### src/rtl/mvu_pe_acc_pkg.sv
// Shared MVAU definitions for the PE accumulator.
// Holds default widths, fold factor, state type and a counter-width helper.
package mvu_pe_acc_pkg;

    // Default adder-tree partial-sum width
    localparam int unsigned MVAU_TDSTI = 4;
    // Default accumulator / output width
    localparam int unsigned MVAU_TDST  = 16;
    // Default synapse fold (partial sums per output)
    localparam int unsigned MVAU_SF    = 8;

    // EMPTY: next accepted beat starts a new fold.
    // ACCUM: a fold is in progress.
    typedef enum logic {
        ST_EMPTY = 1'b0,
        ST_ACCUM = 1'b1
    } acc_state_e;

    // Fold counter width; a fold of one still needs a 1-bit counter.
    function automatic int unsigned cnt_width(input int unsigned sf);
        return (sf > 1) ? $clog2(sf) : 1;
    endfunction

endpackage

### src/rtl/mvu_pe_acc.sv
// MVU PE accumulator: sums SF popcount partial sums per dot product and
// presents each result through a single-entry valid/ready output buffer.
// Ports:
//   clk, rst_n          clock, synchronous active-low reset
//   in_v, in_add        partial-sum stream (in_add is unsigned popcount)
//   in_rdy              partial sum accepted when in_v && in_rdy
//   out_v, out_acc      completed dot-product sum and its valid
//   out_rdy             downstream accepts out_acc
module mvu_pe_acc
    import mvu_pe_acc_pkg::*;
#(
    parameter int unsigned TDstI = MVAU_TDSTI,
    parameter int unsigned TDst  = MVAU_TDST,
    parameter int unsigned SF    = MVAU_SF
) (
    input  logic             clk,
    input  logic             rst_n,
    input  logic             in_v,
    input  logic [TDstI-1:0] in_add,
    output logic             in_rdy,
    output logic             out_v,
    input  logic             out_rdy,
    output logic [TDst-1:0]  out_acc
);

    localparam int unsigned CW = cnt_width(SF);
    localparam logic [CW-1:0] FCNT_LAST = CW'(SF - 1);

    acc_state_e    r_state;
    acc_state_e    w_state_nxt;
    logic [CW-1:0] r_fcnt;
    logic [TDst-1:0] r_acc;
    logic [TDst-1:0] r_out;
    logic          r_ov;

    logic          w_in_rdy;
    logic          w_accept;
    logic          w_last;
    logic          w_first;
    logic [TDst-1:0] w_add_ext;
    logic [TDst-1:0] w_sum;

    // Single output buffer: free when empty or draining this cycle.
    assign w_in_rdy  = !r_ov || out_rdy;
    assign w_accept  = in_v && w_in_rdy;
    assign w_last    = (r_fcnt == FCNT_LAST);
    assign w_add_ext = TDst'(in_add);

    // First beat of a fold discards whatever acc held before.
    assign w_sum = w_first ? w_add_ext : (r_acc + w_add_ext);

    // State register
    always_ff @(posedge clk) begin
        if (!rst_n) begin
            r_state <= ST_EMPTY;
        end else begin
            r_state <= w_state_nxt;
        end
    end

    // Next-state logic
    always_comb begin
        w_state_nxt = r_state;
        unique case (r_state)
            ST_EMPTY: begin
                if (w_accept && (SF > 1)) begin
                    w_state_nxt = ST_ACCUM;
                end
            end
            ST_ACCUM: begin
                if (w_accept && w_last) begin
                    w_state_nxt = ST_EMPTY;
                end
            end
            default: w_state_nxt = ST_EMPTY;
        endcase
    end

    // State-derived outputs
    always_comb begin
        w_first = 1'b0;
        unique case (r_state)
            ST_EMPTY: w_first = 1'b1;
            ST_ACCUM: w_first = 1'b0;
            default:  w_first = 1'b1;
        endcase
    end

    // Fold counter and running sum
    always_ff @(posedge clk) begin
        if (!rst_n) begin
            r_fcnt <= '0;
            r_acc  <= '0;
        end else if (w_accept) begin
            r_fcnt <= w_last ? '0 : (r_fcnt + CW'(1));
            r_acc  <= w_sum;
        end
    end

    // Output buffer: a final beat refills it in the same edge that a
    // transfer drains it, so back-to-back results see no bubble.
    always_ff @(posedge clk) begin
        if (!rst_n) begin
            r_out <= '0;
            r_ov  <= 1'b0;
        end else if (w_accept && w_last) begin
            r_out <= w_sum;
            r_ov  <= 1'b1;
        end else if (out_rdy) begin
            r_ov  <= 1'b0;
        end
    end

    assign in_rdy  = w_in_rdy;
    assign out_v   = r_ov;
    assign out_acc = r_out;

endmodule

### config.mk
export PLATFORM = sky130hd
export DESIGN_NAME = mvu_pe_acc
export DESIGN_NICKNAME = d
export VERILOG_FILES = /design/src/rtl/mvu_pe_acc_pkg.sv /design/src/rtl/mvu_pe_acc.sv
export SDC_FILE = /design/constraint.sdc
export NUM_CORES = 1
export LEC_CHECK = 0
export ABC_AREA = 1
export BUFFER_PORTS_ARGS = -buffer_cell sky130_fd_sc_hd__buf_2
export CORE_UTILIZATION = 40
export CTS_CLUSTER_DIAMETER = 80
export DETAILED_ROUTE_END_ITERATION = 8
export HOLD_SLACK_MARGIN = 0.12
export PLACE_DENSITY = 0.62
export SYNTH_ARGS = -nofsm -noshare
export SYNTH_HDL_FRONTEND = slang
export SYNTH_SLANG_ARGS = --single-unit
### constraint.sdc
create_clock -name clk -period 4.1 [get_ports clk]
set_input_delay 0.41 -clock clk [delete_from_list [all_inputs] [get_ports clk]]
set_output_delay 0.41 -clock clk [all_outputs]
set_load 0.01 [all_outputs]
# Word level (Yosys, flattened, before mapping)
# Index checks and enable logic that the tools add are counted.
[classes] mul=0 n_reduce_logical=5 add_sub_neg=2 bitwise=1 magnitude_cmp=0 div_mod_pow=0 muxes=8 n_shift=0 eq_ne=1
[ops] operator="$add A16 B4 Y16" count=1
[ops] operator="$mux W16" count=1
[ops] operator="$mux W1" count=4
[ops] operator="$pmux W1 S2" count=2
[ops] operator="$add A3 B1 Y3 const B" count=1
[ops] operator="$eq A3 B3 Y1 const B" count=1
[ops] operator="$mux W3" count=1
[ops] operator="$logic_and A1 B1 Y1" count=2
[ops] operator="$reduce_bool A2 Y1" count=1
[ops] operator="$logic_not A1 Y1" count=1
[ops] operator="$logic_or A1 B1 Y1" count=1
[ops] operator="$not A1 Y1" count=1
[totals] reg_bits=37 output_inout_bits=18 romBits=0 latch_bits=0 memories=0 word_cells=22 inputBits=8 mem_bits_rw=0

# Depth between registers and ports, before layout
# Gate-level depths: netlist (run 1).
[logic_depth] depth_word=6 ltp_mapped=10 depth_no_buf=10

# Worst setup path after synthesis (run 1)
# OpenSTA, ideal clock, no wires.
[synth_timing] kind="in2reg" from="input in_add[0]" to="register r_out[4] (netlist: out_acc[4])" path_stages=7 t_arrival_ps=1607 slack_ps=2368 path_buffers=0 required_ps=3975 setup_time_ps=125 cell_sequence="ha_1 > fa_1 > nand2_1 > a21oi_2 > or2_2 > nand3_1 > o21ai_0"
[synth_via] elab_chain_len=2
[synth_lines] item="start: declaration" line_no="mvu_pe_acc.sv:19" source="input logic [TDstI-1:0] in_add,"
[synth_lines] item="$add A16 B4 Y16" line_no="mvu_pe_acc.sv:50" source="assign w_sum = w_first ? w_add_ext : (r_acc + w_add_ext);"
[synth_lines] item="$mux W16" line_no="mvu_pe_acc.sv:50"
[synth_lines] item="end signal: assignment" line_no="mvu_pe_acc.sv:107" source="r_out <= w_sum;"
[synth_lines] item="end: declaration" line_no="mvu_pe_acc.sv:33" source="logic [TDst-1:0] r_out;"
# No other way between the ends.
# A chain may end at the register's enable or synchronous reset.

# Worst setup path in the final report (run 1)
[layout_timing] from="register r_fcnt[0]" to="register r_out[0] (netlist: out_acc[0])"
[layout_via] elab_chain_len=2
[layout_lines] item="start: declaration" line_no="mvu_pe_acc.sv:31" source="logic [CW-1:0] r_fcnt;"
[layout_lines] item="start signal: assignment" line_no="mvu_pe_acc.sv:95" source="r_fcnt <= w_last ? '0 : (r_fcnt + CW'(1));"
[layout_lines] item="$eq A3 B3 Y1" line_no="mvu_pe_acc.sv:46" source="assign w_last = (r_fcnt == FCNT_LAST);"
[layout_lines] item="$logic_and A1 B1 Y1" line_no="mvu_pe_acc.sv:106" source="end else if (w_accept && w_last) begin"
# No other way between the ends.

==> out/summary.txt, run 1 <==
outcome = complete, no violations
mux contribution to synthesized area = 0.0105
Max-Cap Viols = 0
Vias/cell = 5.07
number of synthesized register bits = 37
hold path start = out_acc[5]$_SDFFE_PN0P_
post-route clock period utilization = 0.441
final core occ = 0.478
Synth top area share = 0.390
Critical Path AT = 1960 ps
Setup-failing EPs final = 0
antenna violations before repair = 0
pin count of the biggest net entering global routing = 35
Starting DRT DRC Count = 70
WL final = 4.12 mm
xor/xnor cell area share of the yosys netlist = 0.00461
CP Launch Type = register
Buffers on Ports = 25
CTS tree = done
largest family of logic cells by synthesized area = simple AND/OR/NAND/NOR gates
Fin. Hold Viols = 0
# diodes = 0
H-tree level count = 2
Worst Clk Skew = 9.43 ps
width of the die = 70.9 um
layout cell share with drive strength beyond 1 = 0.230
Seq/Total Area, Yosys = 0.390
Final WS setup = 2290 ps
Final Max Slew Viols = 0
leading area contributor after synthesis = dfxtp_1
standard-cell row count = 24
Post-CTS Resized = 0
reg2reg setup slack = 2290 ps
worst endpoint required time = 4260 ps
nets@finish = 292
Crit Path Max Fanout = 12
gr ovfl total = 0
hold_buf cts = 0
RSZ-0062 raised after global routing = no
WS Path Type = register to register
Core ar. = 4440 um^2
clk slew on worst S/H paths = 70 ps
Cell Pwr Density = 338 nW/um^2
Die H = 70.9 um
# Post-CTS Setup Buffers = 0
fmax = 553 MHz
clock latency at the later pin of the worst-skew pair = 290 ps
pre-CTS setup slack = 2160 ps
Yosys warnings = 0
most frequent cells in the layout = nand2_1, dfxtp_1, buf_2
total die area = 5030 um^2
Root Buffer = clkbuf_8
CTS Buf Count = 5
CTS max path bufs = 2
Post-Syn Instances = 255
DPL Wire Length = 2.91 mm
Layout area overhead = 11.9%
Pwr Total = 0.719 mW
Post-Synth Adder-Cell Area = 0.0501
Critical R2R Launch = r_fcnt[0]$_SDFFE_PN0P_
syn nets = 270
via count = 1,672
Starting Density = 0.427
placed cells = 322
Routed WL per cell = 12.5 um
maximum vdd drop = 0.000141 V
post-route ant nets = 0
final worst path period need = 1810 ps
post-synthesis simple-gate area fraction = 0.291
CP Capture Type = register
final std cells w/o fill = 330
Worst Hold Class = register to register
vias in the first global route = 1,584
Fillers = 464
DR pass1 iterations = 6
Area contributors post-synth = dfxtp_1, nand2_1, nand3_1
Slew HR = 0.519
DRC violations left = 0
All-Layer GR Usage = 0.181
clock sink count = 37
Synth cell types = 32
GP Congestion = 0.870
# IOs = 26
synthesized area per cell = 7.45 um^2
commonest non-fill, non-tap cell in the layout = nand2_1
Leak = 0.926 nW
synthesized area = 1900 um^2
Crit. Startpoint = r_fcnt[0]$_SDFFE_PN0P_
first-pass GRT wire length = 7.12 mm
Synth Area in Compound Gates = 0.183
slew of the pin with the lowest slew margin = 720 ps
Setup TNS = 0 ps
## critical path, stage by stage (launching register included)
cell and delay [ps]:
dfxtp_1 350, ha_1 160, ha_1 130, inv_1 50
nor2_2 350, inv_1 130, nand2_1 100, inv_1 210
nand2_1 110, o21ai_0 80
## registers in the layout (all words and copies together), names as in the netlist
register and flops:
r_acc 16, out_v 1, r_state 1, out_acc 16
r_fcnt 3
## where the power goes
part,switching (mW),internal (mW)
logic,0.0502,0.0309
registers,0.0159,0.372
clock network,0.132,0.117
## path summary, 6_finish.rpt
check	endpoint	depth (start not counted)
worst max-delay path	out_acc[0]$_SDFFE_PN0P_	9
worst min register to register	out_acc[5]$_SDFFE_PN0P_	2
worst max register to register	out_acc[0]$_SDFFE_PN0P_	9
worst min-delay path	out_acc[5]$_SDFFE_PN0P_	2
## kinds of logic (layout without fill, tap and decap cells)
family / Yosys count / count (layout)
adders and majority gates: 7 / 7
buffers and inverters: 32 / 55
muxes: 2 / 2
AOI/OAI and AO/OA: 60 / 60
DFF: 37 / 37
xor gates and xnor gates: 1 / 1
and+or+nand+nor: 116 / 116
## routing by layer
| layer | up-vias | wire length (um) | track usage |
|---|---|---|---|
| li1 | 895 | - | - |
| met5 | - | 0 | 0 |
| met4 | 0 | 58 | 0.0733 |
| met2 | 27 | 1800 | 0.288 |
| met1 | 745 | 2090 | 0.243 |
| met3 | 5 | 164 | 0.0299 |
## per-stage QoR
stage / area (um^2) / hold slack [ps]
6_report: 2120 / 455
5_1_grt: 2120 / 477
4_1_cts: 2120 / 455
3_5_place_dp: 2040 / 442
3_3_place_gp: 2040 / 435
2_1_floorplan: 1900 / 449
## cell usage after synthesis
library cell,n
a211oi_1,2
a21oi_1,17
a21oi_2,3
a31oi_1,1
and2_1,1
buf_1,1
buf_2,4
buf_6,1
clkbuf_1,3
clkbuf_2,1
dfxtp_1,37
fa_1,1
ha_1,6
inv_1,20
inv_2,2
mux2i_1,2
nand2_1,46
nand2_2,8
nand3_1,24
nand3_2,4
nand3b_1,2
nand4_1,2
nor2_1,20
nor2_2,5
nor2_4,1
o21ai_0,24
o21ai_1,7
o21ai_2,3
o21bai_2,3
or2_1,1
or2_2,2
xor2_1,1
## cell type report
class                   instances  area [um^2]  area share
multi-input cells             186         1020       0.482
flip-flops and latches         37          741       0.349
repair buffers                 25          125      0.0589
inverters                      22         82.6      0.0389
clock buffers                   5         68.8      0.0324
well taps                      52         65.1      0.0306
clock inverters                 3         17.5     0.00824
Note: power is estimated with default switching activity, not from simulation.
==> run 2, diff against run 1 <==
--- a/config.mk
+++ b/config.mk
@@ -11,7 +11,7 @@
 export CTS_CLUSTER_DIAMETER = 80
 export DETAILED_ROUTE_END_ITERATION = 8
 export HOLD_SLACK_MARGIN = 0.12
-export PLACE_DENSITY = 0.62
+export PLACE_DENSITY = 0.64
 export SYNTH_ARGS = -nofsm -noshare
 export SYNTH_HDL_FRONTEND = slang
 export SYNTH_SLANG_ARGS = --single-unit
==> constraint.sdc (replaced) <==
create_clock -name clk -period 1.6 [get_ports clk]
set_input_delay 0.16 -clock clk [delete_from_list [all_inputs] [get_ports clk]]
set_output_delay 0.16 -clock clk [all_outputs]
set_load 0.01 [all_outputs]
==> out/summary.txt, run 2 (synthesized netlist as in run 1, its figures left out) <==
clk slew on worst S/H paths = 80 ps (about the same)
Starting DRT DRC Count = 98 (+40%)
GP Congestion = 0.933 (+7.2%)
outcome = finished with violations
layout cell share with drive strength beyond 1 = 0.329 (+0.0985)
Core ar. = 4440 um^2 (unchanged)
Vias/cell = 5.06 (-0.10%)
final worst path period need = 1620 ps (-185 ps)
Buffers on Ports = 25 (unchanged)
DPL Wire Length = 3.04 mm (+4.3%)
Crit Reg-Reg Endpoint = r_acc[14]$_SDFFE_PN0P_
Fillers = 410 (-12%)
post-route ant nets = 0 (unchanged)
reg2reg setup slack = -20 ps (-2310 ps)
CTS max path bufs = 2 (unchanged)
Final Max Slew Viols = 0 (unchanged)
Slew HR = 0.656 (+0.136)
critical-path cell with the highest stage delay = fa_2
Worst Hold Class = primary input to register
gr ovfl total = 0 (unchanged)
clock sink count = 37 (unchanged)
CP Capture Type = register
commonest non-fill, non-tap cell in the layout = nand2_1
final core occ = 0.539 (+0.0608)
CTS Buf Count = 5 (unchanged)
slowest stage delay, CP = 410 ps (+60 ps)
Critical Path AT = 1800 ps (-160 ps)
Routed WL per cell = 12.9 um (+3.3%)
Final Cell Area = 2390 um^2 (+13%)
Root Buffer = clkbuf_8
Crit. Startpoint = r_acc[0]$_SDFFE_PN0P_
Worst Clk Skew = 9.08 ps (-0.354 ps)
Layout area overhead = 26.1%
total die area = 5030 um^2 (unchanged)
CP Launch Type = register
# IOs = 26 (unchanged)
All-Layer GR Usage = 0.182 (+0.00181)
Cell Pwr Density = 891 nW/um^2 (+160%)
RSZ-0062 raised after global routing = yes
vias in the first global route = 1,511 (-4.6%)
Starting Density = 0.427 (unchanged)
slew of the pin with the lowest slew margin = 516 ps (-204 ps)
Die H = 70.9 um (unchanged)
maximum vdd drop = 0.000511 V (+260%)
pin count of the biggest net entering global routing = 35 (unchanged)
Critical R2R Launch = r_acc[0]$_SDFFE_PN0P_
Critical Path, Cell by Cell = ha_4, fa_2, nand2_4, nand2_4, o21ai_4, nor2_4, nand2_1, nand2_1, nand3_2, a21oi_2
width of the die = 70.9 um (unchanged)
CTS tree = done
Crit Path Max Fanout = 3 (-9)
FF-to-FF path depth = 10 (+1)
failing checks = negative setup slack
Leak = 1.02 nW (+10%)
post-route clock period utilization = 1.01 (+0.573)
most frequent cells in the layout = nand2_1, dfxtp_1, buf_2
placed cell area = 2120 um^2 (+3.8%)
DRC violations left = 0 (unchanged)
H-tree level count = 2 (unchanged)
nets@finish = 303 (+3.8%)
via count = 1,726 (+3.2%)
hold_buf cts = 0 (unchanged)
Fin. Hold Viols = 0 (unchanged)
antenna violations before repair = 0 (unchanged)
DR pass1 iterations = 6 (unchanged)
Setup-failing EPs final = 5 (+5)
crit path capture = r_acc[14]$_SDFFE_PN0P_
standard-cell row count = 24 (unchanged)
first-pass GRT wire length = 7.07 mm (-0.77%)
WS Path Type = register to register
Max-Cap Viols = 0 (unchanged)
Final WS setup = -21.5 ps (-2310 ps)
# diodes = 0 (unchanged)
WL final = 4.40 mm (+6.7%)
Pwr Total = 2.13 mW (+200%)
clock latency at the later pin of the worst-skew pair = 290 ps (about the same)
fmax = 617 MHz (+11%)
worst endpoint required time = 1770 ps (-2490 ps)
## run 2: cell types whose count changed in the layout (fill, tap and decap cells not counted), sizes merged
| cell | previous run | this run |
|---|---|---|
| buf | 25 | 36 |
| bufinv | 0 | 1 |
| clkinvlp | 1 | 0 |
| clkbuf | 5 | 7 |
| clkinv | 2 | 0 |
## run 2: critical path: cells and delay by family, from the launching register on
| kind | cells | cell delay [ps] |
|---|---|---|
| simple gates | 6 | 440 |
| compound gates | 2 | 150 |
| flops | 1 | 340 |
| fa+ha+maj | 2 | 580 |
## run 2: stage by stage
step / worst slack (ps) / instances / TNS (ps) / hold WS (ps)
2_1_floorplan: 7.26 / 255 / 0 / 306
6_report: -21.5 / 341 / -61.3 / 215
3_3_place_gp: -26.8 / 332 / -79.3 / 436
4_1_cts: 9.71 / 340 / 0 / 184
5_1_grt: -108 / 341 / -798 / 232
3_5_place_dp: -53.9 / 332 / -210 / 442
## run 2: repair_timing
| item | CTS | global route |
|---|---|---|
| pin swaps | 0 | 16 |
| endpoints found under the setup margin | 11 | 25 |
| buffers inserted | 0 | 1 |
| hold endpoints to repair | 0 | 0 |
| resized for setup | 3 | 32 |
## run 2: worst min path at each step
stage,from,end,depth (start not counted),slack (ps)
after floorplan,rst_n,r_fcnt[0]$_SDFFE_PN0P_,2,310
after global placement,out_acc[0]$_SDFFE_PN0P_,out_acc[0]$_SDFFE_PN0P_,2,440
after detailed placement,out_acc[0]$_SDFFE_PN0P_,out_acc[0]$_SDFFE_PN0P_,2,440
after CTS,in_add[3],out_acc[3]$_SDFFE_PN0P_,3,180
after global routing,in_add[3],out_acc[3]$_SDFFE_PN0P_,3,230
final,in_v,r_fcnt[0]$_SDFFE_PN0P_,4,220
## run 2: report_power, final
part | switching [mW] | internal [mW] | total [mW]
Combinational | 0.168 | 0.126 | 0.294
Sequential | 0.0382 | 0.955 | 0.993
Clock | 0.338 | 0.508 | 0.846
Total | 0.544 | 1.59 | 2.13
## run 2: cell type report
type,count,area (um^2),area share
Clock inverter,1,30.0,0.0125
Clock buffer,7,86.3,0.0361
Tap cell,52,65.1,0.0272
Multi-Input combinational cell,186,1170,0.490
Inverter,22,82.6,0.0345
Timing Repair Buffer,36,215,0.0899
Sequential cell,37,743,0.310
## run 2: layer usage
metal | vias to the layer above | part of all wire | global-route usage
li1 | 917 | - | -
met1 | 776 | 0.50 | 0.242
met2 | 27 | 0.44 | 0.280
met3 | 6 | 0.037 | 0.0527
met4 | 0 | 0.015 | 0.0733
met5 | - | 0 | 0
==> run 3, diff against run 2 <==
--- a/config.mk
+++ b/config.mk
@@ -10,8 +10,8 @@
 export CORE_UTILIZATION = 40
 export CTS_CLUSTER_DIAMETER = 80
 export DETAILED_ROUTE_END_ITERATION = 8
-export HOLD_SLACK_MARGIN = 0.12
-export PLACE_DENSITY = 0.64
+export PLACE_DENSITY = 0.62
+export RECOVER_POWER = 100
 export SYNTH_ARGS = -nofsm -noshare
 export SYNTH_HDL_FRONTEND = slang
 export SYNTH_SLANG_ARGS = --single-unit
==> constraint.sdc (replaced) <==
create_clock -name clk -period 1.5 [get_ports clk]
set_input_delay 0.15 -clock clk [delete_from_list [all_inputs] [get_ports clk]]
set_output_delay 0.15 -clock clk [all_outputs]
set_load 0.01 [all_outputs]
==> out/summary.txt, run 3 (synthesized netlist as in run 1, its figures left out) <==
outcome = finished with violations
failing checks = design-rule violations, negative setup slack
pre-CTS setup slack = -78.2 ps (-24.3 ps)
total die area = 5030 um^2 (unchanged)
most frequent cells in the layout = nand2_1, dfxtp_1, o21ai_0
# IOs = 26 (unchanged)
post-route clock period utilization = 1.05 (+0.0393)
first-pass GRT wire length = 7.78 mm (+10%)
Core ar. = 4440 um^2 (unchanged)
CP Launch Type = register
Starting Density = 0.427 (unchanged)
Crit. Startpoint = r_acc[0]$_SDFFE_PN0P_
Fillers = 454 (+11%)
clock latency at the later pin of the worst-skew pair = 300 ps (about the same)
worst endpoint required time = 1690 ps (-80 ps)
layout cell share with drive strength beyond 1 = 0.324 (-0.00431)
vias in the first global route = 1,665 (+10%)
Root Buffer = clkbuf_8
Max-Cap Viols = 0 (unchanged)
All-Layer GR Usage = 0.199 (+0.0165)
fmax = 633 MHz (+2.7%)
Starting DRT DRC Count = 78 (-20%)
Fin. Hold Viols = 0 (unchanged)
Crit Path Max Fanout = 3 (unchanged)
DPL Wire Length = 3.21 mm (+5.8%)
pin count of the biggest net entering global routing = 20 (-43%)
CTS max path bufs = 2 (unchanged)
GP Congestion = 0.880 (-5.7%)
DRC violations left = 2 (+2)
Routed WL per cell = 13.4 um (+4.2%)
DR pass1 iterations = 8 (+2)
Multi-input gate area = 1200 um^2 (+2.8%)
Leak = 0.997 nW (-2.5%)
antenna violations before repair = 0 (unchanged)
Setup-failing EPs final = 12 (+7)
clock sink count = 37 (unchanged)
Worst Clk Skew = 6.67 ps (-2.41 ps)
slew of the pin with the lowest slew margin = 348 ps (-168 ps)
H-tree level count = 2 (unchanged)
Final Cell Area = 2480 um^2 (+3.5%)
width of the die = 70.9 um (unchanged)
hold path start = out_rdy
Vias/cell = 5.15 (+1.7%)
hold_buf cts = 0 (unchanged)
FF-to-FF path depth = 9 (-1)
maximum vdd drop = 0.000422 V (-17%)
Buffers on Ports = 25 (unchanged)
Layout area overhead = 30.5%
storage element area = 746 um^2 (+0.34%)
CP Capture Type = register
standard-cell row count = 24 (unchanged)
# diodes = 0 (unchanged)
CTS tree = done
Final WS setup = -79.1 ps (-57.6 ps)
Final Max Slew Viols = 0 (unchanged)
placed cell area = 2170 um^2 (+2.6%)
nets@finish = 313 (+3.3%)
Cell Pwr Density = 880 nW/um^2 (-1.2%)
Critical R2R Launch = r_acc[0]$_SDFFE_PN0P_
WS Path Type = register to register
via count = 1,806 (+4.6%)
RSZ-0062 raised after global routing = yes
CTS Buf Count = 5 (unchanged)
post-route ant nets = 0 (unchanged)
clk slew on worst S/H paths = 80 ps (about the same)
Critical Path AT = 1770 ps (-30 ps)
Slew HR = 0.767 (+0.112)
hold path depth = 6 (+2)
commonest non-fill, non-tap cell in the layout = nand2_1
Pwr Total = 2.18 mW (+2.3%)
WL final = 4.71 mm (+7.3%)
Die H = 70.9 um (unchanged)
Worst Hold Class = primary input to register
final worst path period need = 1580 ps (-42.4 ps)
gr ovfl total = 0 (unchanged)
run 3: cell count changes in the layout (fill, tap and decap cells not counted), moves of 2 or more:
cell / before / now
nand3_2: 10 / 12
a21oi_1: 13 / 10
nand2_4: 3 / 5
buf_4: 9 / 15
buf_2: 25 / 7
dfxtp_1: 35 / 33
a21oi_2: 6 / 9
dfxtp_2: 2 / 4
clkbuf_1: 1 / 18
clkbuf_2: 0 / 2
run 3: routing by layer:
| metal | track usage | vias to the layer above | share of wire |
|---|---|---|---|
| li1 | - | 936 | - |
| met1 | 0.266 | 827 | 0.50 |
| met2 | 0.302 | 30 | 0.44 |
| met3 | 0.0413 | 13 | 0.032 |
| met4 | 0.104 | 0 | 0.031 |
| met5 | 0 | - | 0 |
run 3: power by group:
| group | total [mW] | switching (mW) | internal, mW | leakage, nW |
|---|---|---|---|---|
| clock network | 0.778 | 0.363 | 0.415 | 0.0542 |
| registers | 1.06 | 0.0384 | 1.02 | 0.303 |
| logic | 0.346 | 0.195 | 0.151 | 0.639 |
run 3: final cells by class:
| class | instances | share of cell area |
|---|---|---|
| timing repair buffer | 46 | 0.113 |
| inverter | 22 | 0.0333 |
| clock buffer | 7 | 0.0389 |
| clock inverter | 1 | 0.00202 |
| multi-input combinational | 186 | 0.486 |
| tap | 52 | 0.0262 |
| sequential | 37 | 0.301 |
run 3: repair_timing:
action                                  4_1_cts  5_1_grt
endpoints found under the setup margin       22       29
gates cloned                                  0        1
pin swaps                                     7       11
endpoints found under the hold margin         0        0
buffers inserted                              1        5
gates resized for setup                      18       28
run 3: critical path, stage by stage (launching register included):
cell,delay [ps]
dfxtp_2,340
ha_4,160
fa_2,360
nand2_4,100
nand2_4,60
o21ai_4,100
buf_4,150
o21bai_2,70
nand3_2,90
a21oi_2,50
run 3: metrics by stage:
stage | hold WS [ps] | TNS [ps] | cells | utilization
global route | 229 | -1480 | 351 | 0.558
finish | 199 | -591 | 351 | 0.558
floorplan | 296 | -1.57 | 255 | -
CTS | 190 | -220 | 346 | 0.534
detailed placement | 439 | -667 | 337 | 0.488
global placement | 436 | -211 | 337 | 0.488
run 3: worst paths after layout:
| check | endpoint | slack [ps] |
|---|---|---|
| max | r_acc[12]$_SDFFE_PN0P_ | -80 |
| min | out_v$_SDFFE_PN0P_ | 200 |
| max reg2reg | r_acc[12]$_SDFFE_PN0P_ | -80 |
| min reg2reg | out_acc[5]$_SDFFE_PN0P_ | 450 |
